File: src/rtl/rb_ctrl_pkg.sv
// rb_ctrl_pkg: shared types and sizing helpers for the row-buffer window controller.
package rb_ctrl_pkg;

    // Controller sequencing states
    typedef enum logic [1:0] {
        IDLE = 2'd0,
        FILL = 2'd1,
        RUN  = 2'd2,
        DONE = 2'd3
    } state_e;

    // Default frame geometry (LeNet5 first layer: 32x32 input, 5x5 kernel)
    localparam int DEF_COLS  = 32;
    localparam int DEF_ROWS  = 32;
    localparam int DEF_KSIZE = 5;

    // Counter width for a modulo-n counter; never narrower than one bit
    function automatic int cnt_w(input int n);
        return (n > 1) ? $clog2(n) : 1;
    endfunction

    localparam int DEF_COL_W = cnt_w(DEF_COLS);
    localparam int DEF_ROW_W = cnt_w(DEF_ROWS);

endpackage

File: src/rtl/rb_pos_counter.sv
// rb_pos_counter: wrapping column/row position counter for the input pixel stream.
// col advances on every inc; on column wrap the row advances, and the row wraps at ROWS-1.
module rb_pos_counter
    import rb_ctrl_pkg::*;
#(
    parameter int COLS = DEF_COLS,
    parameter int ROWS = DEF_ROWS
) (
    input  logic                     clk,
    input  logic                     rst,
    input  logic                     clr,
    input  logic                     inc,
    output logic [cnt_w(COLS)-1:0]   col,
    output logic [cnt_w(ROWS)-1:0]   row,
    output logic                     last_col,
    output logic                     last_row
);

    localparam int COL_W = cnt_w(COLS);
    localparam int ROW_W = cnt_w(ROWS);

    logic [COL_W-1:0] col_d, col_q;
    logic [ROW_W-1:0] row_d, row_q;

    assign last_col = (col_q == COL_W'(COLS - 1));
    assign last_row = (row_q == ROW_W'(ROWS - 1));
    assign col      = col_q;
    assign row      = row_q;

    // Next position: clear wins over increment, column wrap carries into the row
    always_comb begin
        col_d = col_q;
        row_d = row_q;
        if (clr) begin
            col_d = {COL_W{1'b0}};
            row_d = {ROW_W{1'b0}};
        end else if (inc) begin
            if (last_col) begin
                col_d = {COL_W{1'b0}};
                if (last_row) begin
                    row_d = {ROW_W{1'b0}};
                end else begin
                    row_d = row_q + ROW_W'(1);
                end
            end else begin
                col_d = col_q + COL_W'(1);
                row_d = row_q;
            end
        end else begin
            col_d = col_q;
            row_d = row_q;
        end
    end

    // Position registers
    always_ff @(posedge clk or posedge rst) begin
        if (rst) begin
            col_q <= {COL_W{1'b0}};
            row_q <= {ROW_W{1'b0}};
        end else begin
            col_q <= col_d;
            row_q <= row_d;
        end
    end

endmodule

File: src/rtl/rb_window_ctrl.sv
// rb_window_ctrl: sequencing controller for the (KSIZE-1)-deep row-buffer chain that
// feeds the KSIZE x KSIZE convolution window. Accepts pixels over valid/ready, drives
// the row-buffer shift enable, and flags complete windows with their output-map position.
// Optional build macro RBCTRL_PERF_EN adds a 16-bit saturating stall-cycle counter.
module rb_window_ctrl
    import rb_ctrl_pkg::*;
#(
    parameter int COLS  = DEF_COLS,
    parameter int ROWS  = DEF_ROWS,
    parameter int KSIZE = DEF_KSIZE
) (
    input  logic                    clk,
    input  logic                    rst,
    input  logic                    start,
    input  logic                    in_valid,
    output logic                    in_ready,
    output logic                    rb_en,
    output logic                    win_valid,
    input  logic                    win_ready,
    output logic [cnt_w(ROWS)-1:0]  out_row,
    output logic [cnt_w(COLS)-1:0]  out_col,
    output logic                    busy,
    output logic                    frame_done
`ifdef RBCTRL_PERF_EN
    ,
    output logic [15:0]             stall_cnt
`endif
);

    localparam int COL_W = cnt_w(COLS);
    localparam int ROW_W = cnt_w(ROWS);

    state_e           state_d, state_q;
    logic             win_valid_d, win_valid_q;
    logic [ROW_W-1:0] out_row_d, out_row_q;
    logic [COL_W-1:0] out_col_d, out_col_q;
    logic             frame_done_d, frame_done_q;

    logic             accept_s;
    logic             in_ready_s;
    logic             cnt_clr_s;
    logic             win_fire_s;
    logic             first_win_s;
    logic [COL_W-1:0] col_s;
    logic [ROW_W-1:0] row_s;
    logic             last_col_s;
    logic             last_row_s;

    rb_pos_counter #(
        .COLS (COLS),
        .ROWS (ROWS)
    ) u_pos (
        .clk      (clk),
        .rst      (rst),
        .clr      (cnt_clr_s),
        .inc      (accept_s),
        .col      (col_s),
        .row      (row_s),
        .last_col (last_col_s),
        .last_row (last_row_s)
    );

    // A pending window that is not being consumed blocks the stream so the buffers hold
    assign in_ready_s  = ((state_q == FILL) || (state_q == RUN)) && (!win_valid_q || win_ready);
    assign accept_s    = in_valid && in_ready_s;
    // Pixel (r,c) completes a window once KSIZE-1 rows are buffered and c reaches KSIZE-1;
    // the c<KSIZE-1 case would straddle a row wrap and is dropped
    assign win_fire_s  = accept_s && (row_s >= ROW_W'(KSIZE - 1)) && (col_s >= COL_W'(KSIZE - 1));
    assign first_win_s = (row_s == ROW_W'(KSIZE - 1)) && (col_s == COL_W'(KSIZE - 1));

    assign in_ready   = in_ready_s;
    assign rb_en      = accept_s;
    assign win_valid  = win_valid_q;
    assign out_row    = out_row_q;
    assign out_col    = out_col_q;
    assign busy       = (state_q != IDLE);
    assign frame_done = frame_done_q;

    // Next-state, counter clear and end-of-frame pulse
    always_comb begin
        state_d      = state_q;
        cnt_clr_s    = 1'b0;
        frame_done_d = 1'b0;
        case (state_q)
            IDLE: begin
                cnt_clr_s = 1'b1;
                if (start) begin
                    state_d = FILL;
                end else begin
                    state_d = IDLE;
                end
            end
            FILL: begin
                if (accept_s && first_win_s) begin
                    state_d = RUN;
                end else begin
                    state_d = FILL;
                end
            end
            RUN: begin
                if (accept_s && last_col_s && last_row_s) begin
                    state_d = DONE;
                end else begin
                    state_d = RUN;
                end
            end
            DONE: begin
                if (!win_valid_q || win_ready) begin
                    state_d      = IDLE;
                    frame_done_d = 1'b1;
                end else begin
                    state_d = DONE;
                end
            end
            default: begin
                state_d = IDLE;
            end
        endcase
    end

    // Window-valid flag and its output-map coordinates; a new window overrides a consume
    always_comb begin
        win_valid_d = win_valid_q;
        out_row_d   = out_row_q;
        out_col_d   = out_col_q;
        if (win_fire_s) begin
            win_valid_d = 1'b1;
            out_row_d   = row_s - ROW_W'(KSIZE - 1);
            out_col_d   = col_s - COL_W'(KSIZE - 1);
        end else if (win_ready) begin
            win_valid_d = 1'b0;
        end else begin
            win_valid_d = win_valid_q;
        end
    end

    // Controller state and registered outputs
    always_ff @(posedge clk or posedge rst) begin
        if (rst) begin
            state_q      <= IDLE;
            win_valid_q  <= 1'b0;
            out_row_q    <= {ROW_W{1'b0}};
            out_col_q    <= {COL_W{1'b0}};
            frame_done_q <= 1'b0;
        end else begin
            state_q      <= state_d;
            win_valid_q  <= win_valid_d;
            out_row_q    <= out_row_d;
            out_col_q    <= out_col_d;
            frame_done_q <= frame_done_d;
        end
    end

`ifdef RBCTRL_PERF_EN
    logic [15:0] stall_cnt_d, stall_cnt_q;

    assign stall_cnt = stall_cnt_q;

    // Count backpressure cycles, saturating; restart on each new frame
    always_comb begin
        stall_cnt_d = stall_cnt_q;
        if ((state_q == IDLE) && start) begin
            stall_cnt_d = 16'h0000;
        end else if (win_valid_q && !win_ready && (stall_cnt_q != 16'hFFFF)) begin
            stall_cnt_d = stall_cnt_q + 16'h0001;
        end else begin
            stall_cnt_d = stall_cnt_q;
        end
    end

    // Stall counter register
    always_ff @(posedge clk or posedge rst) begin
        if (rst) begin
            stall_cnt_q <= 16'h0000;
        end else begin
            stall_cnt_q <= stall_cnt_d;
        end
    end
`endif

endmodule

File: config.mk
export PLATFORM = sky130hd
export DESIGN_NAME = rb_window_ctrl
export DESIGN_NICKNAME = d
export VERILOG_FILES = /design/src/rtl/rb_ctrl_pkg.sv /design/src/rtl/rb_pos_counter.sv /design/src/rtl/rb_window_ctrl.sv
export SDC_FILE = /design/constraint.sdc
export NUM_CORES = 1
export LEC_CHECK = 0
export CORE_MARGIN = 3
export CORE_UTILIZATION = 50
export CTS_CLUSTER_SIZE = 40
export DETAILED_ROUTE_END_ITERATION = 7
export PLACE_DENSITY = 0.76
export SLEW_MARGIN = 20
export SYNTH_ARGS = -nofsm -noshare
export SYNTH_HDL_FRONTEND = slang
export SYNTH_SLANG_ARGS = --single-unit
File: constraint.sdc
create_clock -name clk -period 2.9 [get_ports clk]
set_input_delay 0.725 -clock clk [delete_from_list [all_inputs] [get_ports clk]]
set_output_delay 0.725 -clock clk [all_outputs]
set_load 0.05 [all_outputs]
==> impl_metrics.json <==
{
  "vias": 1116,
  "rr_startpoint": "u_pos.col[2]",
  "synth.distinct_cells": 40,
  "violations": "design-rule violations",
  "drv_slew": 0,
  "synth-edff-count": 0,
  "final_nets": 180,
  "final-setup-viol-count": 0,
  "required_ns": 2.17,
  "fin_ws_ns": 0.328,
  "drc": 2,
  "core_area_sq_um": 2780,
  "die_y_microns": 60.4,
  "synth_area_per_cell_sq_um": 10.9,
  "seq_area_frac_synth_pct": 40.6,
  "gr-usage-all-layers_pct": 17.8,
  "finalSetupTns_ns": 0,
  "cts.path.max_buffers": 2,
  "numCtsBuffers": 3,
  "grt_pass1_vias": 1059,
  "insertion_delay_ns": 0.32,
  "path_max_fanout": 3,
  "powerDensity_nw_per_um2": 515,
  "fin_crit_sh_pct": 88.7,
  "fin_crit_ns": 2.57,
  "io_pins": 20,
  "multiInputGateArea_sq_um": 783,
  "relSlewSlack_pct": 61.5,
  "startpoint_type": "register",
  "diodes": 0,
  "drt-total-wl_mm": 2.88,
  "vias_per_cell": 5.90,
  "areaGrowthSynthToFinish_pct": 19.9,
  "seq_area_sq_um": 601,
  "syn_area_sq_um": 1480,
  "worstHoldPathCells": 1,
  "cp-startpoint": "state_q[0]",
  "h-tree-depth": 1,
  "gp_congestion": 0.820,
  "cp-endpoint": "busy",
  "post-cts-setup-buffers": 0,
  "die_area_sq_um": 3650,
  "root_buffer": "clkbuf_4",
  "grt_max_degree": 25,
  "r2r_slack_ns": 0.67,
  "cp_cell_sequence": "inv_1 -> ha_1 -> clkinv_1 -> clkdlybuf4s50_1",
  "grt.overflow.total": 0,
  "power_leakage_nw": 0.804,
  "fillCellCount": 219,
  "cts_sinks": 24,
  "hold_viol_final": 0,
  "yosys_register_bits": 24,
  "worst_pin_slew_ns": 0.573,
  "async_reset_ff_share_pct": 100,
  "hpwlAfterDp_mm": 2.16,
  "first_pass_iters": 6,
  "synth_ff_type": "dfrtp_1",
  "status": "finished, violations left",
  "slowest_delay_ns": 0.79,
  "cp_slowest_cell": "clkdlybuf4s50_1",
  "cts-resized-gates": 0,
  "first_iter_violations": 28,
  "yosysWarnings": 0,
  "syn_nets": 157,
  "hold_buffers": 0,
  "path_class": "register to output port",
  "hp-class": "register to register",
  "finalClockSkew_ns": 0.00572,
  "drtAntennaViolNets": 0,
  "end_kind": "output port",
  "clock.fmax_ghz": 0.389,
  "cts_tree": "built",
  "rr_worst_depth": 6,
  "cts.clk_slew.worst_paths_ns": 0.13,
  "worstReg2RegEnd": "u_pos.row[0]",
  "drive_above_1_share_pct": 16.5,
  "synth_cells": 136,
  "arrival_ns": 1.85,
  "ir_drop_uv": 402,
  "portBuffers": 19,
  "initial_utilization_pct": 53.2,
  "rsz0062_at_grt": "false",
  "antenna_found_initial": 0,
  "pre_cts_ws_ns": 0.391,
  "cap_violations": 0,
  "drt-wirelength-per-cell_microns": 15.3,
  "core.rowCount": 19,
  "die_w_microns": 60.4,
  "grt_pass1_wl_mm": 4.90
}
-- how the worst min path moves through the flow --
stage / startpoint / to / slack [ns]
floorplan: u_pos.row[0] / out_row[0] / 0.52
global placement: out_row[4] / out_row[4] / 0.49
detailed placement: out_col[0] / out_col[0] / 0.50
CTS: out_row[3] / out_row[3] / 0.53
global route: out_col[1] / out_col[1] / 0.55
finish: out_col[4] / out_col[4] / 0.53
-- placed cells by master, fill, tap and decap left out, drive strengths merged, types with 2 or more instances in the layout --
| cell type | instances |
|---|---|
| buf | 8 |
| o21ai | 3 |
| nand3 | 2 |
| and3 | 4 |
| nor4 | 3 |
| inv | 15 |
| xor2 | 2 |
| nor2 | 3 |
| dfrtp | 24 |
| nand2 | 2 |
| o2111ai | 2 |
| ha | 16 |
| clkdlybuf4s50 | 17 |
| a32o | 2 |
| a31o | 2 |
| nor2b | 3 |
| clkbuf | 4 |
| mux2 | 7 |
| a2111oi | 2 |
| and2 | 5 |
| nand4 | 6 |
| a21oi | 8 |
| o31ai | 4 |
| mux2i | 2 |
-- synth_stat cells (2+ instances only) --
cell       instances  share of area (%)
a21oi_1            8                2.7
a31o_2             2                1.2
a32o_1             2                1.4
and2_1             5                2.1
and3_1             4                1.7
buf_2              2               0.68
clkbuf_1           4                1.0
dfrtp_1           24                 41
ha_1              16                 14
inv_1             15                3.8
mux2_4             6                6.1
mux2i_1            2                1.4
nand2_1            2               0.51
nand3_1            2               0.68
nand4_1            6                2.5
nor2_1             3               0.76
nor2b_1            2               0.85
nor4_1             2               0.85
o2111ai_1          2                1.2
o21ai_0            3                1.0
o31ai_1            4                2.0
xor2_1             2                1.2
-- stage by stage --
stage          power [mW]  std cells  area (sq um)  util [%]  hold slack (ns)
2_1_floorplan       0.603        136          1480         -            0.525
6_report            0.913        189          1770      63.8            0.527
3_5_place_dp        0.742        185          1740      62.5            0.496
3_3_place_gp        0.728        185          1740      62.5            0.490
5_1_grt             0.968        189          1770      63.8            0.549
4_1_cts             0.920        189          1770      63.8            0.531
-- power breakdown --
| part | switching, mW | internal (mW) |
|---|---|---|
| Clock | 0.102 | 0.0768 |
| Combinational | 0.213 | 0.139 |
| Sequential | 0.0274 | 0.356 |
-- state kept, by name (all words and copies together), names as in the netlist --
| name | flops |
|---|---|
| u_pos.col | 5 |
| u_pos.row | 5 |
| out_row | 5 |
| win_valid | 1 |
| state_q | 2 |
| frame_done | 1 |
| out_col | 5 |
-- cells by family after synthesis --
kind of cell | synth area share [%]
buf+inv | 6.51
compound gates | 15.1
xor+xnor | 1.18
simple gates | 14.9
mux | 8.20
fa+ha+maj | 13.5
flops | 40.6
-- final cells by class --
type                            instances  area share (%)
Tap cell                               31            2.19
Inverter                               16            3.39
Timing Repair Buffer                   25            14.4
Clock buffer                            4            2.05
Sequential cell                        24            33.9
Multi-Input combinational cell         89            44.1
-- layer usage --
| layer | part of all wire (%) | up-vias | global-route usage [%] |
|---|---|---|---|
| met1 | 46 | 532 | 24.2 |
| met3 | 5.4 | 8 | 2.98 |
| met4 | 2.3 | 0 | 7.12 |
| met5 | 0 | - | 0 |
| li1 | - | 537 | - |
| met2 | 46 | 39 | 28.4 |
-- worst max-delay path, delay by kind of cell (launching register included) --
kind                       cells  cell delay [ns]
buffers and inverters          3             0.92
DFF                            1             0.39
adders and majority gates      1             0.21
No activity file was read; power rests on OpenSTA's default activity.
